==> src/rtl/transpose_ctrl_pkg.sv <==
// -----------------------------------------------------------------------------
// transpose_ctrl_pkg
// Shared constants, FSM state encoding and the address-transpose helper for
// the 8x8 coefficient transpose controller.
// -----------------------------------------------------------------------------
package transpose_ctrl_pkg;

  localparam int BLK_N  = 8;              // block dimension (8x8)
  localparam int DEPTH  = BLK_N * BLK_N;  // words per block / RAM depth
  localparam int ADDR_W = 6;              // RAM word address width

  typedef enum logic [1:0] {
    FILL  = 2'd0,
    DRAIN = 2'd1,
    FLUSH = 2'd2
  } state_e;

  // Swap the row and column fields of a linear index so that a row-major
  // counter walks the RAM in column-major order.
  function automatic logic [ADDR_W-1:0] transpose_addr(input logic [ADDR_W-1:0] idx);
    return {idx[2:0], idx[5:3]};
  endfunction

endpackage

==> src/rtl/transpose_ctrl_idx_counter.sv <==
// -----------------------------------------------------------------------------
// idx_counter
// 6-bit block index counter. Advances by one when en is high and wraps from
// DEPTH-1 back to 0; wrap flags the enabled cycle that performs the wrap.
// Ports:
//   clk, clr_n  clock and asynchronous active-low reset
//   en          advance the count this cycle
//   cnt         current count
//   wrap        en is high and the count is at DEPTH-1
// -----------------------------------------------------------------------------
module idx_counter
  import transpose_ctrl_pkg::*;
(
  input  logic              clk,
  input  logic              clr_n,
  input  logic              en,
  output logic [ADDR_W-1:0] cnt,
  output logic              wrap
);

  logic [ADDR_W-1:0] cnt_q;
  logic [ADDR_W-1:0] cnt_d;

  // Next count; the natural 6-bit overflow gives the 63 -> 0 wrap.
  always_comb begin
    cnt_d = cnt_q;
    if (en) begin
      cnt_d = cnt_q + 6'd1;
    end else begin
      cnt_d = cnt_q;
    end
  end

  // Count register.
  always_ff @(posedge clk or negedge clr_n) begin
    if (!clr_n) begin
      cnt_q <= 6'd0;
    end else begin
      cnt_q <= cnt_d;
    end
  end

  assign cnt  = cnt_q;
  assign wrap = en && (cnt_q == 6'(DEPTH - 1));

endmodule

==> src/rtl/transpose_ctrl.sv <==
// -----------------------------------------------------------------------------
// transpose_ctrl
// Collects a 64-word block of row-DCT coefficients into an external RAM in
// row-major order, then reads it back in column-major order to the
// column-DCT stage with a one-cycle registered output stage.
// Ports:
//   clk, clr_n                      clock, asynchronous active-low reset
//   in_valid/in_ready/in_data       row-major input handshake
//   ram_address, ram_data_in        RAM address and write data
//   ram_cs/read/write/clr           RAM strobes (clr is tied low)
//   ram_data_out                    combinational RAM read data
//   out_valid/out_ready/out_data    column-major output handshake
//   out_last                        marks the 64th output word
//   block_done                      one-cycle pulse after the last word leaves
// -----------------------------------------------------------------------------
module transpose_ctrl
  import transpose_ctrl_pkg::*;
#(
  parameter int DATA_W = 16,
  parameter int N      = 8
) (
  input  logic                       clk,
  input  logic                       clr_n,
  input  logic                       in_valid,
  output logic                       in_ready,
  input  logic [DATA_W-1:0]          in_data,
  output logic [$clog2(N*N)-1:0]     ram_address,
  output logic [DATA_W-1:0]          ram_data_in,
  output logic                       ram_cs,
  output logic                       ram_read,
  output logic                       ram_write,
  output logic                       ram_clr,
  input  logic [DATA_W-1:0]          ram_data_out,
  output logic                       out_valid,
  input  logic                       out_ready,
  output logic [DATA_W-1:0]          out_data,
  output logic                       out_last,
  output logic                       block_done
);

  state_e            state_q, state_d;
  logic [ADDR_W-1:0] wr_cnt, rd_cnt;
  logic              wr_en, rd_en;
  logic              wr_wrap, rd_wrap;
  logic              out_valid_q, out_valid_d;
  logic              out_last_q, out_last_d;
  logic              block_done_q, block_done_d;
  logic [DATA_W-1:0] out_data_q, out_data_d;
  logic              out_accept;

  assign out_accept = out_valid_q && out_ready;

  // RAM access strobes: writes only in FILL, reads in DRAIN whenever the
  // output register is empty or being emptied this cycle.
  always_comb begin
    in_ready = 1'b0;
    wr_en    = 1'b0;
    rd_en    = 1'b0;
    case (state_q)
      FILL: begin
        in_ready = 1'b1;
        wr_en    = in_valid;
      end
      DRAIN: begin
        rd_en = !out_valid_q || out_ready;
      end
      FLUSH: begin
        rd_en = 1'b0;
      end
      default: begin
        rd_en = 1'b0;
      end
    endcase
  end

  idx_counter u_wr_cnt (
    .clk   (clk),
    .clr_n (clr_n),
    .en    (wr_en),
    .cnt   (wr_cnt),
    .wrap  (wr_wrap)
  );

  idx_counter u_rd_cnt (
    .clk   (clk),
    .clr_n (clr_n),
    .en    (rd_en),
    .cnt   (rd_cnt),
    .wrap  (rd_wrap)
  );

  // FSM next state.
  always_comb begin
    state_d = state_q;
    case (state_q)
      FILL: begin
        if (wr_wrap) state_d = DRAIN;
        else         state_d = FILL;
      end
      DRAIN: begin
        if (rd_wrap) state_d = FLUSH;
        else         state_d = DRAIN;
      end
      FLUSH: begin
        if (out_accept) state_d = FILL;
        else            state_d = FLUSH;
      end
      default: state_d = FILL;
    endcase
  end

  // Output register next values: load on a read, retire the last word in FLUSH.
  always_comb begin
    out_data_d   = out_data_q;
    out_valid_d  = out_valid_q;
    out_last_d   = out_last_q;
    block_done_d = 1'b0;
    if (rd_en) begin
      out_data_d  = ram_data_out;
      out_valid_d = 1'b1;
      out_last_d  = rd_wrap;
    end else if ((state_q == FLUSH) && out_accept) begin
      out_valid_d  = 1'b0;
      out_last_d   = 1'b0;
      block_done_d = 1'b1;
    end else begin
      out_valid_d = out_valid_q;
      out_last_d  = out_last_q;
    end
  end

  // State and output registers.
  always_ff @(posedge clk or negedge clr_n) begin
    if (!clr_n) begin
      state_q      <= FILL;
      out_data_q   <= {DATA_W{1'b0}};
      out_valid_q  <= 1'b0;
      out_last_q   <= 1'b0;
      block_done_q <= 1'b0;
    end else begin
      state_q      <= state_d;
      out_data_q   <= out_data_d;
      out_valid_q  <= out_valid_d;
      out_last_q   <= out_last_d;
      block_done_q <= block_done_d;
    end
  end

  assign ram_cs      = wr_en || rd_en;
  assign ram_write   = wr_en;
  assign ram_read    = rd_en;
  assign ram_clr     = 1'b0;
  assign ram_address = rd_en ? transpose_addr(rd_cnt) : wr_cnt;
  assign ram_data_in = wr_en ? in_data : {DATA_W{1'b0}};

  assign out_valid  = out_valid_q;
  assign out_data   = out_data_q;
  assign out_last   = out_last_q;
  assign block_done = block_done_q;

endmodule

==> config.mk <==
export PLATFORM = sky130hd
export DESIGN_NAME = transpose_ctrl
export DESIGN_NICKNAME = d
export VERILOG_FILES = /design/src/rtl/transpose_ctrl_pkg.sv /design/src/rtl/transpose_ctrl_idx_counter.sv /design/src/rtl/transpose_ctrl.sv
export SDC_FILE = /design/constraint.sdc
export NUM_CORES = 1
export LEC_CHECK = 0
export BUFFER_PORTS_ARGS = -buffer_cell sky130_fd_sc_hd__buf_2
export CAP_MARGIN = 20
export CELL_PAD_IN_SITES_DETAIL_PLACEMENT = 1
export CELL_PAD_IN_SITES_GLOBAL_PLACEMENT = 1
export CORE_ASPECT_RATIO = 2
export CORE_MARGIN = 3
export CORE_UTILIZATION = 30
export CTS_CLUSTER_SIZE = 20
export DETAILED_ROUTE_END_ITERATION = 7
export GPL_ROUTABILITY_DRIVEN = 0
export GPL_TIMING_DRIVEN = 0
export PLACE_DENSITY_LB_ADDON = 0.1
export REMOVE_ABC_BUFFERS = 1
export SYNTH_ARGS = -nofsm -noshare
export SYNTH_HDL_FRONTEND = slang
export SYNTH_SLANG_ARGS = --single-unit
==> constraint.sdc <==
create_clock -name clk -period 2.2 [get_ports clk]
set_clock_uncertainty 0.2 [all_clocks]
set_input_delay 0.22 -clock clk [delete_from_list [all_inputs] [get_ports clk]]
set_output_delay 0.22 -clock clk [all_outputs]
set_load 0.1 [all_outputs]
==> run metrics <==
outcome finished clean; asr flop ratio synth 1.00; post-synthesis adder-cell area fraction 0.0154; count of final hold-check violations 0; deepest clock path buffer count 2; pre-CTS WS -602 ps; DRC errors left 0; CTS clk-pin slew, worst paths 70 ps; slowest stage delay, CP 420 ps; Nets 276; fin cells 297; HP Class input pin to register; chip width 58.0 microns; maxcap violations 0; synth top area cells dfrtp_1, mux2_4, mux2_2, and2_1, xnor2_1; first-pass GRT wire length 7.48 mm; drt wl/cell 15.7 microns; row cnt 37; Area Growth Syn to Fin 57.4%; Max transition margin 0.494; post-synthesis mux area share 0.192; Critical Path Start Type register; crit path DAT 1760 ps; number of antenna diodes 0; PortBufs 80; Achievable Freq 458 MHz; Starting Density 0.313; die height 110 microns; Mean Syn Cell Area 12.8 sq um; via/cell ratio 4.69; Simple-Gate Fraction of Synth Area 0.152; initial drt markers 20; CP max-delay cell dfrtp_2; Yosys cell types 32; Congestion Overflow GR 0; main combinational cell family by area after synthesis multiplexers; Synth Flop Type dfrtp_1; Placed Cells 259; All-Layer GR Usage 0.155; minimum clock period 2180 ps; max-slew violations 0; multi-input logic area between 700 and 800 sq um; area fraction in compound gates after synthesis 0.0247; count leader, synth dfrtp_1; R2R Setup Slk about 390 ps; Yosys warnings 0; largest net degree at the start of global routing 34; clk root buf clkbuf_8; Post-synth top cells dfrtp_1, and2_1, mux2_4; Post-synth EDFFs 0; share of cells above drive strength 1 0.548; top cell type by total area after synthesis dfrtp_1; routed wire length approximately 4.7 mm; cells after synthesis 127; RSZ-0062 raised after global routing true; io pins 82; Worst Tran Pin Value 758 ps; Inserted Clock Buffers 5; Finish-stage setup viols 0; Worst Path Class, Setup register to output pin; final critical-path share of the clock period 0.993; antenna violations before repair 0; overall die area 6390 sq um; CTS sink cnt 33; CP Capture Type output pin; post-synth top area share 0.508; H-tree depth 2; crit-path max FO 6; CTS tree done; first drt pass iteration count 4; antenna-violating nets left 0; crit-path cells nand2b_4 > or2_4 > buf_16 > mux2_4 > buf_12; final setup margin 15.8 ps; DP HPWL slightly above 3 mm; XOR/XNOR Fraction of Synth Area 0.0539; vias in the first global route 1570; Reg area 828 sq um; fill count 586; CP required between 1500 and 2000 ps; DR vias 1392; Core Area approximately 5200 sq um; Seq/Total Area, Yosys 0.508; Seq cells post-synth 33; clk_lat worst skew 280 ps; synthesized cell area around 1600 sq um
==> worst max-delay path: cells and delay by family, from the launching register on <==
family / cells / cell delay, ps
muxes: 1 / 310
DFF: 1 / 420
and+or+nand+nor: 2 / 430
buffers and inverters: 2 / 320
==> state kept, by name (all words and copies together), names as in the netlist <==
signal and cells:
out_data 16, u_wr_cnt.cnt 6, u_rd_cnt.cnt 6, state_q 2
block_done 1, out_valid 1, out_last 1
==> cells in the final DEF, fill, tap and decap left out, types with 2 or more instances in the layout <==
cell and count:
buf_12 4, xor2_1 4, clkinv_2 2, o21ai_0 2, nand3_1 2, inv_1 4, and2_1 16, xnor2_1 6
dfrtp_2 2, buf_4 30, nand2_1 7, nand4_1 3, clkbuf_4 3, dfrtp_1 31, clkbuf_8 5, ha_1 2
dlygate4sd3_1 17, mux2_4 14, nor3b_4 2, buf_2 55, nor4_1 3, mux2_2 9
==> path summary, 6_finish.rpt <==
check,from,to,cells after the start
max,state_q[1]$_DFF_PN0_,ram_address[3],5
max in group asynchronous,clr_n,state_q[1]$_DFF_PN0_,2
max reg2reg,out_valid$_DFFE_PN0P_,out_data[6]$_DFFE_PN0N_,5
min,out_ready,block_done$_DFF_PN0_,3
min reg2reg,out_data[5]$_DFFE_PN0N_,out_data[5]$_DFFE_PN0N_,1
min in group asynchronous,clr_n,out_data[8]$_DFFE_PN0N_,2
==> cell families (layout without fill, tap and decap cells) <==
group	Yosys count	after routing
simple gates	41	42
flops	33	33
mux	23	23
buf+inv	11	122
xor+xnor	10	10
compound gates	6	6
fa+ha+maj	2	2
other cells	1	1
==> stage by stage <==
step           utilization  area [sq um]  TNS [ps]  hold WS, ps
2_1_floorplan            -          1560    -48980         -276
3_3_place_gp         0.391          2030    -19960          112
3_5_place_dp         0.396          2060    -11900          148
4_1_cts              0.487          2530         0         74.9
5_1_grt              0.493          2560     -89.1         89.5
6_report             0.493          2560         0         79.9
==> layer usage <==
layer	global-route usage	vias to the layer above	routed length, microns
li1	-	651	-
met1	0.158	673	1620
met2	0.297	62	2680
met3	0.0350	6	279
met4	0.0597	0	77
met5	0	-	0
==> layout make-up <==
class,count,share of cell area
sequential,33,0.324
timing repair buffer,110,0.313
multi-input combinational,84,0.296
clock buffer,6,0.0284
tap,58,0.0284
inverter,4,0.00587
clock inverter,2,0.00392
==> what timing repair did <==
action | in CTS | in global routing
endpoints found under the setup margin | 48 | 6
gates resized for setup | 38 | 6
gates cloned | 1 | 0
hold buffers | 17 | 0
endpoints found under the hold margin | 49 | 0
pin swaps | 3 | 0
setup buffers | 11 | 1
Power is left out: the tool's default activity adds up to more than one toggle a clock period on the data nets, which glitch-free logic cannot reach.
